### src/rtl/cpu_pkg.sv
// Shared CPU constants: R-type opcode, mult/div ALU op codes and the
// encoding of the mult/div sequencer states.
package cpu_pkg;

  // Instruction field values
  localparam logic [4:0] OpcodeRType = 5'b00000;
  localparam logic [4:0] AluOpMult   = 5'b00110;
  localparam logic [4:0] AluOpDiv    = 5'b00111;

  // Sequencer state encoding
  typedef logic [1:0] md_state_t;
  localparam md_state_t StIdle  = 2'b00;
  localparam md_state_t StIssue = 2'b01;
  localparam md_state_t StBusy  = 2'b10;
  localparam md_state_t StDone  = 2'b11;

endpackage

### src/rtl/multdiv_decode.sv
// Combinational mult/div decode of an instruction word. Shared between the
// mult/div sequencer and the hazard logic.
//   instruction_i : instruction word
//   is_mult_o     : R-type with aluop == MULT
//   is_div_o      : R-type with aluop == DIV
//   rd_o          : destination register field [26:22]
module multdiv_decode
  import cpu_pkg::*;
(
  input  logic [31:0] instruction_i,
  output logic        is_mult_o,
  output logic        is_div_o,
  output logic [4:0]  rd_o
);

  logic       is_rtype;
  logic [4:0] aluop;
  logic       unused_bits;

  assign is_rtype  = (instruction_i[31:27] == OpcodeRType);
  assign aluop     = instruction_i[6:2];
  assign is_mult_o = is_rtype && (aluop == AluOpMult);
  assign is_div_o  = is_rtype && (aluop == AluOpDiv);
  assign rd_o      = instruction_i[26:22];

  // Fields this decoder does not look at
  assign unused_bits = ^{instruction_i[21:7], instruction_i[1:0]};

endmodule

### src/rtl/multdiv_sequencer.sv
// Sequences the shared multi-cycle multiply/divide unit from the execute
// stage. On a mult/div in D/X it freezes the front of the pipe, pulses a
// one-cycle start to the unit, waits for the result (bounded by a watchdog)
// and presents result/rd/exception with a one-cycle writeback strobe.
//   clock, reset       : rising-edge clock, async active-low reset
//   dx_instruction     : instruction in the D/X latch
//   dx_valid           : D/X holds a real instruction
//   hold               : interrupt hold, blocks starting a new operation
//   unit_ready         : unit result valid (with unit_result/unit_exception)
//   ctrl_mult/ctrl_div : one-cycle start pulses
//   stall              : freeze PC, F/D and D/X
//   busy               : operation in ISSUE or BUSY
//   result_valid       : one-cycle writeback strobe
//   result_data/rd/exception : latched result, held until the next capture
module multdiv_sequencer
  import cpu_pkg::*;
#(
  parameter int unsigned TIMEOUT = 64
) (
  input  logic        clock,
  input  logic        reset,
  input  logic [31:0] dx_instruction,
  input  logic        dx_valid,
  input  logic        hold,
  input  logic        unit_ready,
  input  logic        unit_exception,
  input  logic [31:0] unit_result,
  output logic        ctrl_mult,
  output logic        ctrl_div,
  output logic        stall,
  output logic        busy,
  output logic        result_valid,
  output logic [31:0] result_data,
  output logic [4:0]  result_rd,
  output logic        result_exception
);

  localparam int unsigned CntW = $clog2(TIMEOUT + 1);
  localparam logic [CntW-1:0] CntLast = CntW'(TIMEOUT - 1);
  localparam logic [CntW-1:0] CntMax  = {CntW{1'b1}};

  logic            dec_is_mult;
  logic            dec_is_div;
  logic [4:0]      dec_rd;
  logic            is_md;

  md_state_t       state_q, state_d;
  logic            is_div_q, is_div_d;
  logic [4:0]      rd_q, rd_d;
  logic [CntW-1:0] cnt_q, cnt_d;
  logic [31:0]     res_data_q, res_data_d;
  logic [4:0]      res_rd_q, res_rd_d;
  logic            res_exc_q, res_exc_d;

  multdiv_decode u_decode (
    .instruction_i (dx_instruction),
    .is_mult_o     (dec_is_mult),
    .is_div_o      (dec_is_div),
    .rd_o          (dec_rd)
  );

  assign is_md = dx_valid && (dec_is_mult || dec_is_div);

  always_comb begin
    state_d    = state_q;
    is_div_d   = is_div_q;
    rd_d       = rd_q;
    cnt_d      = cnt_q;
    res_data_d = res_data_q;
    res_rd_d   = res_rd_q;
    res_exc_d  = res_exc_q;
    unique case (state_q)
      StIdle: begin
        if (is_md && !hold) begin
          is_div_d = dec_is_div;
          rd_d     = dec_rd;
          cnt_d    = '0;
          state_d  = StIssue;
        end
      end
      // unit_ready is deliberately ignored here; the unit was only just started
      StIssue: state_d = StBusy;
      StBusy: begin
        if (cnt_q != CntMax) begin
          cnt_d = cnt_q + CntW'(1);
        end
        if (unit_ready) begin
          res_data_d = unit_result;
          res_exc_d  = unit_exception;
          res_rd_d   = rd_q;
          state_d    = StDone;
        end else if (cnt_q == CntLast) begin
          // Watchdog abort: report as an exception with a zero result
          res_data_d = '0;
          res_exc_d  = 1'b1;
          res_rd_d   = rd_q;
          state_d    = StDone;
        end
      end
      StDone:  state_d = StIdle;
      default: state_d = StIdle;
    endcase
  end

  always_ff @(posedge clock or negedge reset) begin
    if (!reset) begin
      state_q    <= StIdle;
      is_div_q   <= 1'b0;
      rd_q       <= '0;
      cnt_q      <= '0;
      res_data_q <= '0;
      res_rd_q   <= '0;
      res_exc_q  <= 1'b0;
    end else begin
      state_q    <= state_d;
      is_div_q   <= is_div_d;
      rd_q       <= rd_d;
      cnt_q      <= cnt_d;
      res_data_q <= res_data_d;
      res_rd_q   <= res_rd_d;
      res_exc_q  <= res_exc_d;
    end
  end

  assign ctrl_mult    = (state_q == StIssue) && !is_div_q;
  assign ctrl_div     = (state_q == StIssue) && is_div_q;
  assign busy         = (state_q == StIssue) || (state_q == StBusy);
  assign result_valid = (state_q == StDone);

  // Independent of hold so a blocked op keeps the pipe frozen; gated by reset
  // so every output reads 0 while reset is asserted.
  assign stall = reset && (((state_q == StIdle) && is_md) || busy);

  assign result_data      = res_data_q;
  assign result_rd        = res_rd_q;
  assign result_exception = res_exc_q;

endmodule

### config.mk
export PLATFORM = sky130hd
export DESIGN_NAME = multdiv_sequencer
export DESIGN_NICKNAME = d
export VERILOG_FILES = /design/src/rtl/cpu_pkg.sv /design/src/rtl/multdiv_decode.sv /design/src/rtl/multdiv_sequencer.sv
export SDC_FILE = /design/constraint.sdc
export NUM_CORES = 1
export LEC_CHECK = 0
export CORE_MARGIN = 10
export CORE_UTILIZATION = 43
export CTS_CLUSTER_DIAMETER = 40
export CTS_CLUSTER_SIZE = 28
export DETAILED_ROUTE_END_ITERATION = 10
export PLACE_DENSITY = 0.83
export SYNTH_ARGS = -nofsm -noshare
export SYNTH_HDL_FRONTEND = slang
export SYNTH_HIERARCHICAL = 1
export SYNTH_SLANG_ARGS = --single-unit
### constraint.sdc
create_clock -name clock -period 4.9 [get_ports clock]
set_input_delay 0.98 -clock clock [delete_from_list [all_inputs] [get_ports clock]]
set_output_delay 0.98 -clock clock [all_outputs]
set_load 0.005 [all_outputs]
==> flow_summary.json <==
{
  "fin_skew_ns": 0.00827,
  "worstMarginPinSlew_ns": 1.08,
  "routed-via-count": 1759,
  "synth_seq_cells": 53,
  "cts_buffer_depth": 2,
  "dpl.cell_count": 331,
  "final_area_um2": 3360,
  "cts_setup_buffers": 0,
  "cp.arrival_ns": 3.29,
  "period_share_pct": 87.1,
  "root_buffer": "clkbuf_8",
  "start_util_pct": 44.4,
  "gp_congestion": 0.845,
  "clk_latency_ns": 0.31,
  "grt_setup_unrepaired": "no",
  "drtIter0Drc": 137,
  "power.leakage_nw": 1.51,
  "postCtsResizedCells": 0,
  "cts_hold_buf": 0,
  "wire_per_inst_um": 18.7,
  "register_area_um2": 1330,
  "hold_depth": 1,
  "rr_worst_depth": 4,
  "placed_area_um2": 3240,
  "dpl.hpwl_um": 4710,
  "hold_slack_ns": 0.507,
  "grt_max_degree": 54,
  "synth-warning-count": 6,
  "clk_pin_slew_worst_paths_ns": 0.09,
  "drt_pass1_iterations": 4,
  "antenna_found_initial": 0,
  "peakVddDrop_mv": 0.264,
  "drc": 0,
  "cts_sinks": 53,
  "grt_pass1_wl_um": 10100,
  "gr-total-overflow": 0,
  "syn-num-nets": 253,
  "dp_slack_ns": 0.649,
  "n_antenna_cell": 0,
  "syn_area_um2": 2280,
  "total_power_mw": 1.79,
  "htree_num_levels": 2,
  "die_h_um": 92.8,
  "core_um2": 5140,
  "drtAntennaViolNets": 0,
  "multi_input_area_um2": 843,
  "io_buffers": 95,
  "die_width_um": 92.8,
  "drive_above_1_share_pct": 9.67,
  "fin_cells": 339,
  "grt_usage_pct": 14.6,
  "crit_required_ns": 3.92,
  "worstPathMaxFanout": 3,
  "max_slew_margin_pct": 28.1,
  "yosysSeqAreaShare_pct": 58.2,
  "setup_slack_ns": 0.633,
  "design.die.area_um2": 8610,
  "fillerInstances": 447,
  "routed_wl_um": 6320,
  "hp-class": "flop to flop",
  "final_util_pct": 65.4,
  "layout.nets": 343,
  "finalSetupViolCount": 0,
  "cp-end-kind": "primary output",
  "status": "finished clean",
  "cp-start-kind": "input pin",
  "slew_viol_final": 0,
  "fmax_ghz": 0.234,
  "maxCapViolations": 0,
  "min_period_ns": 4.27,
  "critPathKind": "input pin to primary output",
  "area_growth_pct": 47.4,
  "ios": 113,
  "yosysUniqueCellTypes": 34,
  "grt_pass1_vias": 1914,
  "via_per_inst": 5.19,
  "cts_inserted_buffers": 5,
  "setup_tns_ns": 0,
  "powerDensity_nw_per_um2": 531,
  "core.rowCount": 26,
  "synth.avg_cell_area_um2": 12.8,
  "cts_tree": "done",
  "syn_inst": 178,
  "finalHoldViolCount": 0
}
[critical path: stages]
cell and delay (ns):
clkdlybuf4s50_1 0.39, or4_1 0.55, nor4_1 0.47, o211a_1 0.28, o21a_1 0.12, clkdlybuf4s50_1 0.50
[power by group]
part / switching (mW) / internal, mW
clock: 0.142 / 0.167
combinational: 0.309 / 0.468
sequential: 0.104 / 0.596
total: 0.555 / 1.23
[cells in the final DEF, fill, tap and decap left out]
cell type | Yosys | final
clkdlybuf4s50_1 | 0 | 94
dfrtp_1 | 53 | 53
a22o_1 | 32 | 32
inv_1 | 7 | 7
a21oi_1 | 7 | 7
o21ai_0 | 7 | 7
mux2_2 | 7 | 7
clkbuf_8 | 0 | 6
mux2_4 | 5 | 5
nand3_1 | 5 | 5
ha_1 | 5 | 5
nand2_1 | 4 | 4
o31ai_1 | 4 | 4
nor2_1 | 4 | 4
nor2b_1 | 2 | 2
and2_1 | 2 | 2
a31oi_1 | 2 | 2
o2bb2ai_1 | 2 | 2
buf_4 | 5 | 2
nor4_1 | 2 | 2
o211a_1 | 1 | 1
o21a_1 | 1 | 1
nand4_2 | 1 | 1
nor3b_2 | 1 | 1
o21ai_4 | 0 | 1
nor3b_1 | 1 | 1
o211ai_1 | 1 | 1
o21ai_1 | 2 | 1
a2bb2oi_1 | 1 | 1
nor3_1 | 1 | 1
or2_2 | 1 | 1
nand4_1 | 1 | 1
bufinv_16 | 0 | 1
clkbuf_1 | 5 | 1
buf_2 | 1 | 1
or4_1 | 1 | 1
nand4bb_1 | 1 | 1
[cell type report]
cell class / count / area share (%)
flip-flops and latches: 53 / 39.5
repair buffers: 97 / 28.6
multi-input cells: 104 / 25.1
well taps: 70 / 2.61
clock buffers: 7 / 2.57
clock inverters: 1 / 0.894
inverters: 7 / 0.782
[path summary, 6_finish.rpt]
check | from | slack, ns | endpoint
min in group asynchronous | reset | 0.83 | cnt_q[6]$_DFFE_PN0P_
min | result_data[11]$_DFFE_PN0P_ | 0.51 | result_data[11]$_DFFE_PN0P_
max reg2reg | cnt_q[0]$_DFFE_PN0P_ | 2.69 | result_rd[4]$_DFFE_PN0P_
min reg2reg | result_data[11]$_DFFE_PN0P_ | 0.51 | result_data[11]$_DFFE_PN0P_
max | dx_instruction[27] | 0.63 | stall
max in group asynchronous | reset | 3.65 | cnt_q[0]$_DFFE_PN0P_
[logic make-up (layout without fill, tap and decap cells)]
family	count (synthesis)	count (layout)	share of synthesized area, %
compound gates	60	60	19.9
fa+ha+maj	5	5	2.74
buf+inv	21	112	5.32
flops	53	53	58.2
mux	12	12	6.75
simple gates	27	27	7.08
[flip-flops by register name, indices dropped and copies added (netlist names)]
register	flops
result_rd	5
is_div_q	1
result_exception	1
rd_q	5
cnt_q	7
state_q	2
result_data	32
[layer usage]
metal  part of all wire, %  vias to the layer above  GRT usage, %
met5                     0                        -             0
met4                  0.93                        0          3.47
met3                   6.6                        6          5.17
met2                    51                       53          26.4
met1                    41                      861          15.9
li1                      -                      839             -
[Yosys cell counts (all sizes together)]
cell	number	area [um2]
inv	7	26.3
nor2	4	15.0
a31oi	2	12.5
or2	1	6.26
mux2	12	154
nand4bb	1	11.3
clkbuf	5	18.8
nor3	1	5.00
o31ai	4	30.0
or4	1	7.51
o211ai	1	7.51
a22o	32	280
o2bb2ai	2	17.5
nor2b	2	12.5
nand3	5	25.0
buf	9	76.3
dfrtp	53	1330
o211a	1	10.0
and2	2	12.5
o21a	1	7.51
nor4	2	12.5
ha	5	62.6
nand4	2	18.8
nand2	4	15.0
a21oi	7	35.0
nor3b	2	20.0
a2bb2oi	1	8.76
o21ai	9	45.0
No activity file was read; power rests on OpenSTA's default activity.
